`src/rtl/pll_clk_divider_bank.sv`:
```
// Lock-qualified bank of programmable clock dividers. Each channel emits a divided level
// and a one-cycle enable; ratio/high changes land on period boundaries, phase on realign.

module pll_div_chan #(
   parameter int CNT_W       = 16,
   parameter int DEFAULT_DIV = 2
) (
   input  logic             clkin,
   input  logic             reset_n,
   input  logic             run_q,
   input  logic             run_d,
   input  logic             sync,
   input  logic             wr,
   input  logic [CNT_W-1:0] wr_div,
   input  logic [CNT_W-1:0] wr_high,
   input  logic [CNT_W-1:0] wr_phase,
   output logic             div_out,
   output logic             ce_out
);
   logic [CNT_W-1:0] act_div_q, act_div_d, act_high_q, act_high_d;
   logic [CNT_W-1:0] sh_div_q, sh_div_d, sh_high_q, sh_high_d, sh_phase_q, sh_phase_d;
   logic [CNT_W-1:0] cnt_q, cnt_d;
   logic             pend_q, pend_d;
   logic             div_out_q, div_out_d, ce_out_q, ce_out_d;
   logic [CNT_W-1:0] eff_div, eff_high, load_ph, load_cnt;

   // Effective ratio is the one that will be active after any pending apply.
   always_comb begin
      eff_div  = pend_q ? sh_div_q  : act_div_q;
      eff_high = pend_q ? sh_high_q : act_high_q;
      load_ph  = (sh_phase_q >= eff_div) ? '0 : sh_phase_q;
      load_cnt = (load_ph == '0) ? '0 : eff_div - load_ph;
   end

   always_comb begin
      act_div_d  = act_div_q;
      act_high_d = act_high_q;
      sh_div_d   = sh_div_q;
      sh_high_d  = sh_high_q;
      sh_phase_d = sh_phase_q;
      pend_d     = pend_q;
      cnt_d      = cnt_q;
      if (!run_d) begin
         cnt_d = '0;
         if (pend_q) begin
            act_div_d  = sh_div_q;
            act_high_d = sh_high_q;
            pend_d     = 1'b0;
         end
      end else if (!run_q || sync) begin
         act_div_d  = eff_div;
         act_high_d = eff_high;
         pend_d     = 1'b0;
         cnt_d      = load_cnt;
      end else if (act_div_q == '0 || cnt_q >= act_div_q - CNT_W'(1)) begin
         // Period boundary (or idle channel): the new ratio owns the period starting here.
         cnt_d = '0;
         if (pend_q) begin
            act_div_d  = sh_div_q;
            act_high_d = sh_high_q;
            pend_d     = 1'b0;
         end
      end else begin
         cnt_d = cnt_q + CNT_W'(1);
      end
      if (wr) begin
         sh_div_d   = wr_div;
         sh_high_d  = wr_high;
         sh_phase_d = wr_phase;
         pend_d     = 1'b1;
      end
      ce_out_d  = run_d && (act_div_d != '0) && (cnt_d == '0);
      div_out_d = run_d && (act_div_d != '0) && (cnt_d < act_high_d);
   end

   always_ff @(posedge clkin or negedge reset_n) begin
      if (!reset_n) begin
         act_div_q  <= CNT_W'(DEFAULT_DIV);
         act_high_q <= CNT_W'(DEFAULT_DIV / 2);
         sh_div_q   <= CNT_W'(DEFAULT_DIV);
         sh_high_q  <= CNT_W'(DEFAULT_DIV / 2);
         sh_phase_q <= '0;
         pend_q     <= 1'b0;
         cnt_q      <= '0;
         div_out_q  <= 1'b0;
         ce_out_q   <= 1'b0;
      end else begin
         act_div_q  <= act_div_d;
         act_high_q <= act_high_d;
         sh_div_q   <= sh_div_d;
         sh_high_q  <= sh_high_d;
         sh_phase_q <= sh_phase_d;
         pend_q     <= pend_d;
         cnt_q      <= cnt_d;
         div_out_q  <= div_out_d;
         ce_out_q   <= ce_out_d;
      end
   end

   assign div_out = div_out_q;
   assign ce_out  = ce_out_q;
endmodule

module pll_clk_divider_bank #(
   parameter int NUM_CH      = 4,
   parameter int CNT_W       = 16,
   parameter int CH_W        = 2,
   parameter int LOCK_WAIT   = 1024,
   parameter int DEFAULT_DIV = 2
) (
   input  logic              clkin,
   input  logic              reset_n,
   input  logic              pll_lock,
   input  logic              sync_in,
   input  logic              cfg_wr,
   input  logic [CH_W-1:0]   cfg_ch,
   input  logic [CNT_W-1:0]  cfg_div,
   input  logic [CNT_W-1:0]  cfg_high,
   input  logic [CNT_W-1:0]  cfg_phase,
   output logic              cfg_ack,
   output logic              ready,
   output logic [NUM_CH-1:0] div_out,
   output logic [NUM_CH-1:0] ce_out
);
   localparam int LCW = (LOCK_WAIT > 1) ? $clog2(LOCK_WAIT) : 1;

   typedef enum logic [1:0] {S_WAIT, S_LOCK, S_RUN} state_t;

   state_t           state_q, state_d;
   logic [LCW-1:0]   lock_cnt_q, lock_cnt_d;
   logic             cfg_ack_q, cfg_ack_d;
   logic             run_q, run_d;

   always_comb begin
      state_d    = state_q;
      lock_cnt_d = lock_cnt_q;
      case (state_q)
         S_WAIT: begin
            lock_cnt_d = '0;
            if (pll_lock) begin
               if (LOCK_WAIT == 1) begin
                  state_d = S_RUN;
               end else begin
                  state_d    = S_LOCK;
                  lock_cnt_d = LCW'(1);
               end
            end
         end
         S_LOCK: begin
            if (!pll_lock) begin
               state_d    = S_WAIT;
               lock_cnt_d = '0;
            end else if (lock_cnt_q == LCW'(LOCK_WAIT - 1)) begin
               state_d    = S_RUN;
               lock_cnt_d = '0;
            end else begin
               lock_cnt_d = lock_cnt_q + LCW'(1);
            end
         end
         S_RUN:   if (!pll_lock) state_d = S_WAIT;
         default: state_d = S_WAIT;
      endcase
      cfg_ack_d = cfg_wr && (32'(cfg_ch) < NUM_CH);
   end

   always_ff @(posedge clkin or negedge reset_n) begin
      if (!reset_n) begin
         state_q    <= S_WAIT;
         lock_cnt_q <= '0;
         cfg_ack_q  <= 1'b0;
      end else begin
         state_q    <= state_d;
         lock_cnt_q <= lock_cnt_d;
         cfg_ack_q  <= cfg_ack_d;
      end
   end

   assign run_q   = (state_q == S_RUN);
   assign run_d   = (state_d == S_RUN);
   assign ready   = run_q;
   assign cfg_ack = cfg_ack_q;

   for (genvar k = 0; k < NUM_CH; k++) begin : g_ch
      pll_div_chan #(.CNT_W(CNT_W), .DEFAULT_DIV(DEFAULT_DIV)) u_ch (
         .clkin    (clkin),
         .reset_n  (reset_n),
         .run_q    (run_q),
         .run_d    (run_d),
         .sync     (sync_in),
         .wr       (cfg_wr && (32'(cfg_ch) == k)),
         .wr_div   (cfg_div),
         .wr_high  (cfg_high),
         .wr_phase (cfg_phase),
         .div_out  (div_out[k]),
         .ce_out   (ce_out[k])
      );
   end
endmodule

```
`config.mk`:
```
export PLATFORM = sky130hd
export DESIGN_NAME = pll_clk_divider_bank
export DESIGN_NICKNAME = d
export VERILOG_FILES = /design/src/rtl/pll_clk_divider_bank.sv
export SDC_FILE = /design/constraint.sdc
export NUM_CORES = 1
export LEC_CHECK = 0
export ABC_AREA = 1
export CAP_MARGIN = 25
export CORE_ASPECT_RATIO = 0.7
export CORE_MARGIN = 4
export CORE_UTILIZATION = 55
export CTS_CLUSTER_SIZE = 25
export DETAILED_ROUTE_END_ITERATION = 10
export GPL_TIMING_DRIVEN = 0
export PLACE_DENSITY = 0.76
export SLEW_MARGIN = 20
export SYNTH_ARGS = -nofsm -noshare
export SYNTH_HDL_FRONTEND = slang
export SYNTH_SLANG_ARGS = --single-unit
export TNS_END_PERCENT = 5
```
`constraint.sdc`:
```
create_clock -name clkin -period 6.9 [get_ports clkin]
set_clock_uncertainty 0.05 [all_clocks]
set_input_delay 1.38 -clock clkin [delete_from_list [all_inputs] [get_ports clkin]]
set_output_delay 1.38 -clock clkin [all_outputs]
set_load 0.02 [all_outputs]
```
; Word level (Yosys, flattened, before mapping)
; Index checks and enable logic that the tools add are counted.
[word_totals]
elab_cells = 193
output_inout_bits = 10
register_bits = 409
[classes]
n_eq_ne = 11
add_sub_neg = 13
n_lt_le_gt_ge = 12
n_reduce_logical = 41
n_mux = 77
[ops]
columns = op, n
row1 = $mux W16, 52
row2 = $logic_not A16 Y1, 12
row3 = $ge A16 B16 Y1, 8
row4 = $add A16 B1 Y16 const B, 4
row5 = $lt A16 B16 Y1, 4
row6 = $reduce_bool A16 Y1, 4
row7 = $sub A16 B1 Y16 const B, 4
row8 = $sub A16 B16 Y16, 4
row9 = $mux W10, 2
row10 = $pmux W10 S2, 1
row11 = $mux W1, 17
row12 = $logic_and A1 B1 Y1, 16
row13 = $ne A4 B2 Y1 const B, 3
row14 = $add A10 B1 Y10 const B, 1
row15 = $eq A10 B10 Y1 const B, 1
row16 = $eq A2 B2 Y1 const B, 4
row17 = $mux W2, 4
row18 = $pmux W2 S3, 1
row19 = $logic_or A1 B1 Y1, 5
row20 = $eq A2 B1 Y1 const B, 2
row21 = $logic_not A2 Y1, 2
row22 = $ne A4 B4 Y1 const B, 1
row23 = $reduce_bool A2 Y1, 1
row24 = $logic_not A1 Y1, 1

; Longest topological paths before layout
; Gate-level depths: netlist of the first run.
[depth]
depth_word = 9
depth_mapped = 41
depth_no_buf = 39

; Modules after synthesis
; Synthesis of the first run repeated with hierarchy kept, for this count alone.
[unflattened]
hier_cells = 3628
area_unflattened_um2 = 27462.6
[by_module_without_submodules]
columns = module, instances, cells_each, seq_area_each_um2, area_per_inst_um2
row1 = pll_div_chan (g_ch[1].u_ch ...), 2, 882, 2482.4, 6703.9
row2 = pll_div_chan (g_ch[3].u_ch), 1, 890, 2482.4, 6675.2
row3 = pll_div_chan (g_ch[0].u_ch), 1, 870, 2482.4, 6611.3
row4 = pll_clk_divider_bank, 1, 104, 325.3, 768.2

; Worst setup path before layout of the first run
; No wires, ideal clock.
[synth_path]
path_type = register to register
start = register g_ch[2].u_ch.pend_q
end = register g_ch[2].u_ch.div_out_q
arrival_time_ps = 5223
setup_slack_ps = 1554
path_stages_with_launch = 31
t_required_ps = 6777
setup_time_ps = 73
cell_sequence = dfrtp_1 > clkbuf_1 > inv_1 > clkbuf_1 > or2_2 > o21ai_0 > ha_1 > a21oi_1 > o21ai_0 > a21oi_2 > and2_1 > clkbuf_1 > clkbuf_1 > nand2_1 > ha_1 > a21oi_1 > o21ai_0 > nand3_1 > nand4_1 > a21o_1 > or2_2 > nand3_1 > nand2_1 > nand3_1 > inv_1 > ha_1 > a21oi_1 > nor2_1 > a2111oi_0 > nand3_1 > a21oi_2
[synth_between]
elab_chain_len = 9
word_cells_on_any_way = 19
cone_classes = 1 x add/sub / 2 x order compare / 12 x mux / 4 x reduce/logical
[synth_rtl]
columns = item, line
row1 = start: declaration, 23  ; logic pend_q, pend_d;
row2 = start signal: assignment, 93  ; pend_q <= pend_d;
row3 = $mux W16 (*), 29  ; eff_div = pend_q ? sh_div_q : act_div_q;
row4 = $ge A16 B16 Y1, 31  ; load_ph = (sh_phase_q >= eff_div) ? '0 : sh_phase_q;
row5 = $mux W16, 31
row6 = $sub A16 B16 Y16 / $logic_not A16 Y1 (equally long branches), 32  ; load_cnt = (load_ph == '0) ? '0 : eff_div - load_ph;
row7 = $mux W16 (*), 32
row8 = $mux W16 (*), 50  ; end else if (!run_q || sync) begin
row9 = $mux W16 (*), 43  ; if (!run_d) begin
row10 = net g_ch[2].u_ch.cnt_d[13], 22  ; logic [CNT_W-1:0] cnt_q, cnt_d;
row11 = $lt A16 B16 Y1 (*), 73  ; div_out_d = run_d && (act_div_d != '0) && (cnt_d < act_high_d);
row12 = $logic_and A1 B1 Y1 (*), 73
row13 = net g_ch[2].u_ch.div_out_d, 24  ; logic div_out_q, div_out_d, ce_out_q, ce_out_d;
row14 = end signal: assignment, 95  ; div_out_q <= div_out_d;
row15 = end: declaration, 24
; Mark *: on every way through the listed nets, which the timed path passes. The rest lies on a longest branch.
; A chain may end at the register's enable or synchronous reset.

; Worst setup path after layout of the first run
[layout_path]
start = register g_ch[3].u_ch.pend_q
end = register g_ch[3].u_ch.div_out_q
[layout_between]
elab_chain_len = 9
word_cells_on_any_way = 19
cone_classes = 1 x add/sub / 2 x order compare / 12 x mux / 4 x reduce/logical
[layout_rtl]
columns = item, line
row1 = start: declaration, 23
row2 = start signal: assignment, 93
row3 = $mux W16 (*), 29
row4 = $ge A16 B16 Y1, 31
row5 = $mux W16, 31
row6 = $sub A16 B16 Y16 / $logic_not A16 Y1 (equally long branches), 32
row7 = $mux W16 (*), 32
row8 = $mux W16 (*), 50
row9 = $mux W16 (*), 43
row10 = net g_ch[3].u_ch.cnt_d[9], 22
row11 = $lt A16 B16 Y1 (*), 73
row12 = $logic_and A1 B1 Y1 (*), 73
row13 = net g_ch[3].u_ch.div_out_d, 24
row14 = end signal: assignment, 95
row15 = end: declaration, 24
; Marks and branches as above.

==> impl_metrics.tcl, run 1 <==
set metrics [dict create \
    final_area_sq_mm 0.0301 \
    crit_type "reg2reg" \
    synth_top_area_share_pct 36.2 \
    reg2reg_setup_slack_ns 0.42 \
    seqPwrFrac_pct 37.5 \
    maxSlewViolCount 0 \
    fmax_mhz 154 \
    required_ns 7.32 \
    pwr-share-clk_pct 28.3 \
    ys_ff_latch 409 \
    nets 3960 \
    hold_class "reg2reg" \
    timing.rr.end "g_ch[3].u_ch.div_out$_DFF_PN0_" \
    p_leak_nw 15.3 \
    drive_gt1_share_pct 7.38 \
    p_comb_share_pct 34.3 \
    p_switching_mw 3.03 \
    drv_cap 0 \
    place_congestion 0.996 \
    dr.pass1.iters 5 \
    ant_nets 0 \
    cts_tree "done" \
    finalSetupTns_ns 0 \
    hold_buffers 0 \
    dr_total_vias 24600 \
    die_w_um 274 \
    slowest_stage "ha_1" \
    holdWs_ns 0.433 \
    wl_per_cell_um 19.3 \
    grt_pass1_vias 23300 \
    startpoint_type "flop" \
    io_buffers 64 \
    rows 67 \
    clkSlewWorstSetupHoldPaths_ns 0.06 \
    crit_start "g_ch[3].u_ch.pend_q$_DFFE_PN0P_" \
    switching_share_pct 37.2 \
    viasPerCell 5.69 \
    drt_wl_total_mm 83.4 \
    grt_pass1_wl_mm 129 \
    clkLatencyLatePin_ns 0.56 \
    setup_viol_count_final 0 \
    syn-cell-area_sq_mm 0.0272 \
    p_per_area_mw_per_mm2 270 \
    maxSlewHeadroom_pct 31.5 \
    reg2reg_from "g_ch[3].u_ch.pend_q$_DFFE_PN0P_" \
    rsz0062_at_grt "true" \
    yosysMostFrequentCell "nand2_1" \
    cts_htree_levels 2 \
    async_flop_share_pct 100 \
    max_stage_delay_ns 0.39 \
    crit_arrival_ns 6.89 \
    cp_common_cell "nand2_1" \
    io_pins 65 \
    crit_end "g_ch[3].u_ch.div_out$_DFF_PN0_" \
    start_util_pct 56.2 \
    root_buffer "clkbuf_16" \
    grt_antenna_before_repair 14 \
    utilization_pct 62.2 \
    synth_cells 3535 \
    critPathCaptureType "flop" \
    fin_crit_ns 6.48 \
    ys.flop_type "dfrtp_1" \
    ys_seq_area_share_pct 37.7 \
    run_status "completed" \
    peakVddDrop_mv 0.220 \
    hpwl_mm 64.8 \
    overflow 0 \
    yosys_warnings 0 \
    synth_area_per_cell_sq_um 7.69 \
    synthTopCellsByCount "nand2_1, inv_1, dfrtp_1" \
    drc 0 \
    numCtsBuffers 41 \
    clockBufferDepth 3 \
    grt_max_degree 99 \
    timing_hold_violations_final 0 \
    yosysTopAreaCell "dfrtp_1" \
    crit_fanout 10 \
    core_sq_mm 0.0484 \
    reg2reg_depth 32 \
    place_area_sq_mm 0.0287 \
    cts_sinks 409 \
    grt_usage_pct 31.2 \
    period_share_pct 93.8 \
    ys_top_cells_by_area "dfrtp_1, nand2_1, ha_1, o21ai_0, inv_1" \
    die_y_um 194 \
    syn_to_final_growth_pct 10.8 \
    synth.distinct_cells 55 \
    drt_first_iter_violations 2613 \
    synth-edff-count 0 \
    post_cts_buffers 0 \
    ctsResizeCount 0 \
    dieArea_sq_mm 0.0531 \
    worst_pin_slew_ns 1.03 \
    synth_nets 3851 \
    intPower_mw 5.10 \
]
==> per-layer routing <==
layer,wire (um),share of wire [%],up-vias,GRT usage [%]
met4,2600,3.1,12,8.20
li1,-,-,11800,-
met2,32100,38,1090,42.4
met5,87,0.10,-,0
met3,11300,14,175,11.5
met1,37300,45,11600,46.6
==> power groups by stage <==
stage,Sequential [mW],Combinational [mW],Clock [mW]
CTS,3.03,2.73,2.32
detailed placement,3.06,2.71,0
global route,3.07,3.17,2.41
global placement,3.07,2.64,0
floorplan,2.95,2.04,0
finish,3.04,2.78,2.30
==> placed cells by master (no fill, tap or decap), types with 52 or more instances in the layout <==
master           count
o21a_1              52
nor2_1             243
nand3_1            125
xor2_1              89
dfrtp_1            392
or2_2               79
a21oi_1            133
nand2_1            857
clkdlybuf4s50_1     63
inv_1              469
clkbuf_1            59
o21ai_0            379
ha_1               257
==> sequential cells by signal, indices dropped and copies added (netlist names) <==
| signal | cells |
|---|---|
| g_ch.u_ch.cnt_q | 64 |
| lock_cnt_q | 10 |
| g_ch.u_ch.sh_div_q | 64 |
| g_ch.u_ch.act_high_q | 64 |
| g_ch.u_ch.ce_out | 4 |
| g_ch.u_ch.act_div_q | 64 |
| g_ch.u_ch.sh_high_q | 64 |
| g_ch.u_ch.div_out | 4 |
| state_q | 2 |
| cfg_ack | 1 |
| g_ch.u_ch.sh_phase_q | 64 |
| g_ch.u_ch.pend_q | 4 |
==> worst min-delay path by stage <==
stage / from / endpoint / slack (ns) / cells past startpoint
after floorplan: g_ch[0].u_ch.sh_div_q[0]$_DFFE_PN0P_ / g_ch[0].u_ch.sh_div_q[0]$_DFFE_PN0P_ / 0.40 / 2
after global placement: g_ch[0].u_ch.sh_div_q[13]$_DFFE_PN0P_ / g_ch[0].u_ch.sh_div_q[13]$_DFFE_PN0P_ / 0.41 / 2
after detailed placement: g_ch[3].u_ch.sh_div_q[8]$_DFFE_PN0P_ / g_ch[3].u_ch.sh_div_q[8]$_DFFE_PN0P_ / 0.42 / 2
after CTS: g_ch[3].u_ch.sh_div_q[8]$_DFFE_PN0P_ / g_ch[3].u_ch.sh_div_q[8]$_DFFE_PN0P_ / 0.44 / 2
after global routing: g_ch[3].u_ch.sh_div_q[4]$_DFFE_PN0P_ / g_ch[3].u_ch.sh_div_q[4]$_DFFE_PN0P_ / 0.46 / 2
final: g_ch[2].u_ch.sh_div_q[2]$_DFFE_PN0P_ / g_ch[2].u_ch.sh_div_q[2]$_DFFE_PN0P_ / 0.43 / 2
==> cell families after synthesis <==
logic type               synth area share [%]
AO/OA/AOI/OAI                            15.0
XOR/XNOR                                 4.19
adder cells (fa/ha/maj)                  12.1
buffers and inverters                    8.61
flip-flops                               37.7
AND/OR/NAND/NOR                          22.3
==> worst max-delay path: cells and delay by family (launching register included) <==
family	cells	cell delay, ns
AO/OA/AOI/OAI	7	1.48
buffers and inverters	5	1.23
adder cells (fa/ha/maj)	3	1.09
AND/OR/NAND/NOR	17	2.21
flip-flops	1	0.32
==> through the flow <==
stage	setup WS, ns	total power [mW]	std cells
after global placement	-13.51	5.72	4254
after CTS	0.182	8.07	4330
after floorplan	1.55	5.00	3535
after detailed placement	0.207	5.77	4258
after global routing	-0.0595	8.65	4328
final	0.424	8.13	4329
==> final cells by class <==
type                    instances  area [sq um]
clock buffers                  59          1210
repair buffers                 68           756
well taps                     655           820
fillers                      4314         18300
diodes                          1          2.50
flip-flops and latches        409         10300
inverters                     482          1820
multi-input cells            2544         14600
clock inverters                13           143
plain buffers                  98           524
Power figures use the tool's default switching activity.
==> inputs of run 2 (changes only) <==
--- a/config.mk
+++ b/config.mk
@@ -12,7 +12,6 @@
 export CORE_UTILIZATION = 55
 export CTS_CLUSTER_SIZE = 25
 export DETAILED_ROUTE_END_ITERATION = 10
-export GPL_TIMING_DRIVEN = 0
 export PLACE_DENSITY = 0.76
 export SLEW_MARGIN = 20
 export SYNTH_ARGS = -nofsm -noshare
==> run 2 against run 1 <==
  * Flip-flop and latch count is the same
  * Power grew 0.91%
  * Sequential power is essentially flat
  * Highest routed layer unchanged
  * Non-clock buffer count shrank 79
  * Critical endpoint is now g_ch[1].u_ch.div_out$_DFF_PN0_
  * Combinational power is essentially flat
  * Critical path type unchanged
  * Fmax grew 5.3%
  * Critical path depth shrank 2
==> impl_metrics.tcl, run 2 (synthesis results as in run 1) <==
set metrics [dict create \
    run_status "completed" \
    grt_pass1_wl_mm 124 \
    seqPwrFrac_pct 37.4 \
    syn_to_final_growth_pct 9.43 \
    required_ns 7.33 \
    clockBufferDepth 3 \
    maxSlewHeadroom_pct 38.2 \
    switching_share_pct 37.1 \
    topRoutingLayerUsed "met5" \
    cts_sinks 409 \
    p_per_area_mw_per_mm2 276 \
    nFillCells 4407 \
    drt_wl_total_mm 80.3 \
    wl_met2_mm 30.5 \
    maxSlewViolCount 0 \
    place_ws_ns 0.623 \
    p_switching_mw 3.05 \
    layout_commonest_cell "nand2_1" \
    drv_cap 0 \
    utilization_pct 61.5 \
    pwr-share-clk_pct 28.9 \
    grt_antenna_before_repair 9 \
    grt_pass1_vias 22000 \
    dr_total_vias 23900 \
    rows 67 \
    nets 3881 \
    numCtsBuffers 41 \
    wl_per_cell_um 18.9 \
    grt_usage_pct 29.9 \
    rsz0062_at_grt "false" \
    max_stage_delay_ns 0.56 \
    hold_class "reg2reg" \
    finalSetupTns_ns 0 \
    p_leak_nw 15.1 \
    wl_met3_mm 10.4 \
    core_sq_mm 0.0484 \
    slowest_stage "dfrtp_2" \
    dr.pass1.iters 7 \
    overflow 0 \
    io_pins 65 \
    timing_hold_violations_final 0 \
    critPathCaptureType "flop" \
    cts_htree_levels 2 \
    cts_tree "done" \
    die_y_um 194 \
    crit_fanout 19 \
    grt_max_degree 148 \
    place_congestion 0.985 \
    fmax_mhz 163 \
    peakVddDrop_mv 0.201 \
    start_util_pct 56.2 \
    intPower_mw 5.16 \
    viasPerCell 5.62 \
    clkLatencyLatePin_ns 0.56 \
    period_share_pct 89.1 \
    io_buffers 64 \
    drt_first_iter_violations 2746 \
    p_comb_share_pct 33.6 \
    fin_crit_ns 6.15 \
    setup_viol_count_final 0 \
    drive_gt1_share_pct 7.04 \
    wl_met1_mm 37.2 \
    cp_common_cell "nand2_1" \
    crit_arrival_ns 6.58 \
    root_buffer "clkbuf_16" \
    dieArea_sq_mm 0.0531 \
    ant_nets 0 \
    worst_slack_ns 0.749 \
    final_cell_mix "nand2_1, inv_1, dfrtp_1" \
    crit_type "reg2reg" \
    die_w_um 274 \
    clkSlewWorstSetupHoldPaths_ns 0.06 \
    hold_buffers 0 \
    drc 0 \
    startpoint_type "flop" \
    worst_pin_slew_ns 0.927 \
    hpwl_mm 60.9 \
]
## run 2: path summary, 6_finish.rpt
check | from | to | slack (ns) | cells after the start
setup / recovery | g_ch[1].u_ch.pend_q$_DFFE_PN0P_ | g_ch[1].u_ch.div_out$_DFF_PN0_ | 0.75 | 30
hold / removal | g_ch[2].u_ch.sh_high_q[8]$_DFFE_PN0P_ | g_ch[2].u_ch.sh_high_q[8]$_DFFE_PN0P_ | 0.44 | 2
setup reg to reg | g_ch[1].u_ch.pend_q$_DFFE_PN0P_ | g_ch[1].u_ch.div_out$_DFF_PN0_ | 0.75 | 30
hold reg to reg | g_ch[2].u_ch.sh_high_q[8]$_DFFE_PN0P_ | g_ch[2].u_ch.sh_high_q[8]$_DFFE_PN0P_ | 0.44 | 2
max in group asynchronous | reset_n | g_ch[1].u_ch.pend_q$_DFFE_PN0P_ | 4.75 | 2
min in group asynchronous | reset_n | g_ch[3].u_ch.cnt_q[0]$_DFF_PN0_ | 0.75 | 1
## run 2: final cells by class
type / count / area [sq um] / area share, %
multi-input combinational: 2544 / 14600 / 49.1
sequential: 409 / 10300 / 34.5
inverter: 482 / 1810 / 6.09
clock buffer: 52 / 1110 / 3.72
timing repair buffer: 87 / 843 / 2.84
tap: 655 / 820 / 2.76
clock inverter: 21 / 279 / 0.938
antenna: 2 / 5.00 / 0.0168
## run 2: timing repair
action,in CTS,in global routing
setup buffers,0,0
resized for setup,0,3
endpoints found under the setup margin,0,3
## run 2: power by group through the flow
stage	Combinational (mW)	Sequential, mW	Clock, mW
global route	3.14	3.10	2.51
global placement	2.66	3.09	0
detailed placement	2.70	3.09	0
finish	2.76	3.07	2.37
CTS	2.72	3.05	2.41
floorplan	2.04	2.95	0
## run 2: worst max-delay path, delay by kind of cell (launching register included)
kind	cells	cell delay [ns]
adder cells (fa/ha/maj)	3	1.05
AO/OA/AOI/OAI	10	2.13
buffers and inverters	2	0.64
flip-flops	1	0.56
AND/OR/NAND/NOR	15	1.66
## run 2: per-layer routing
metal / up-vias / global-route usage (%)
li1: 11600 / -
met2: 1067 / 39.4
met5: - / 0
met3: 137 / 10.3
met4: 6 / 7.76
met1: 11100 / 46.2
## run 2: metrics by stage
stage               hold slack, ns  instance area [sq um]  cells  total power, mW
floorplan                    0.396                  27200   3535             5.00
global placement             0.411                  28300   4177             5.75
detailed placement           0.419                  28300   4177             5.79
CTS                          0.434                  29700   4250             8.18
global route                 0.455                  29700   4250             8.75
finish                       0.435                  29700   4252             8.20
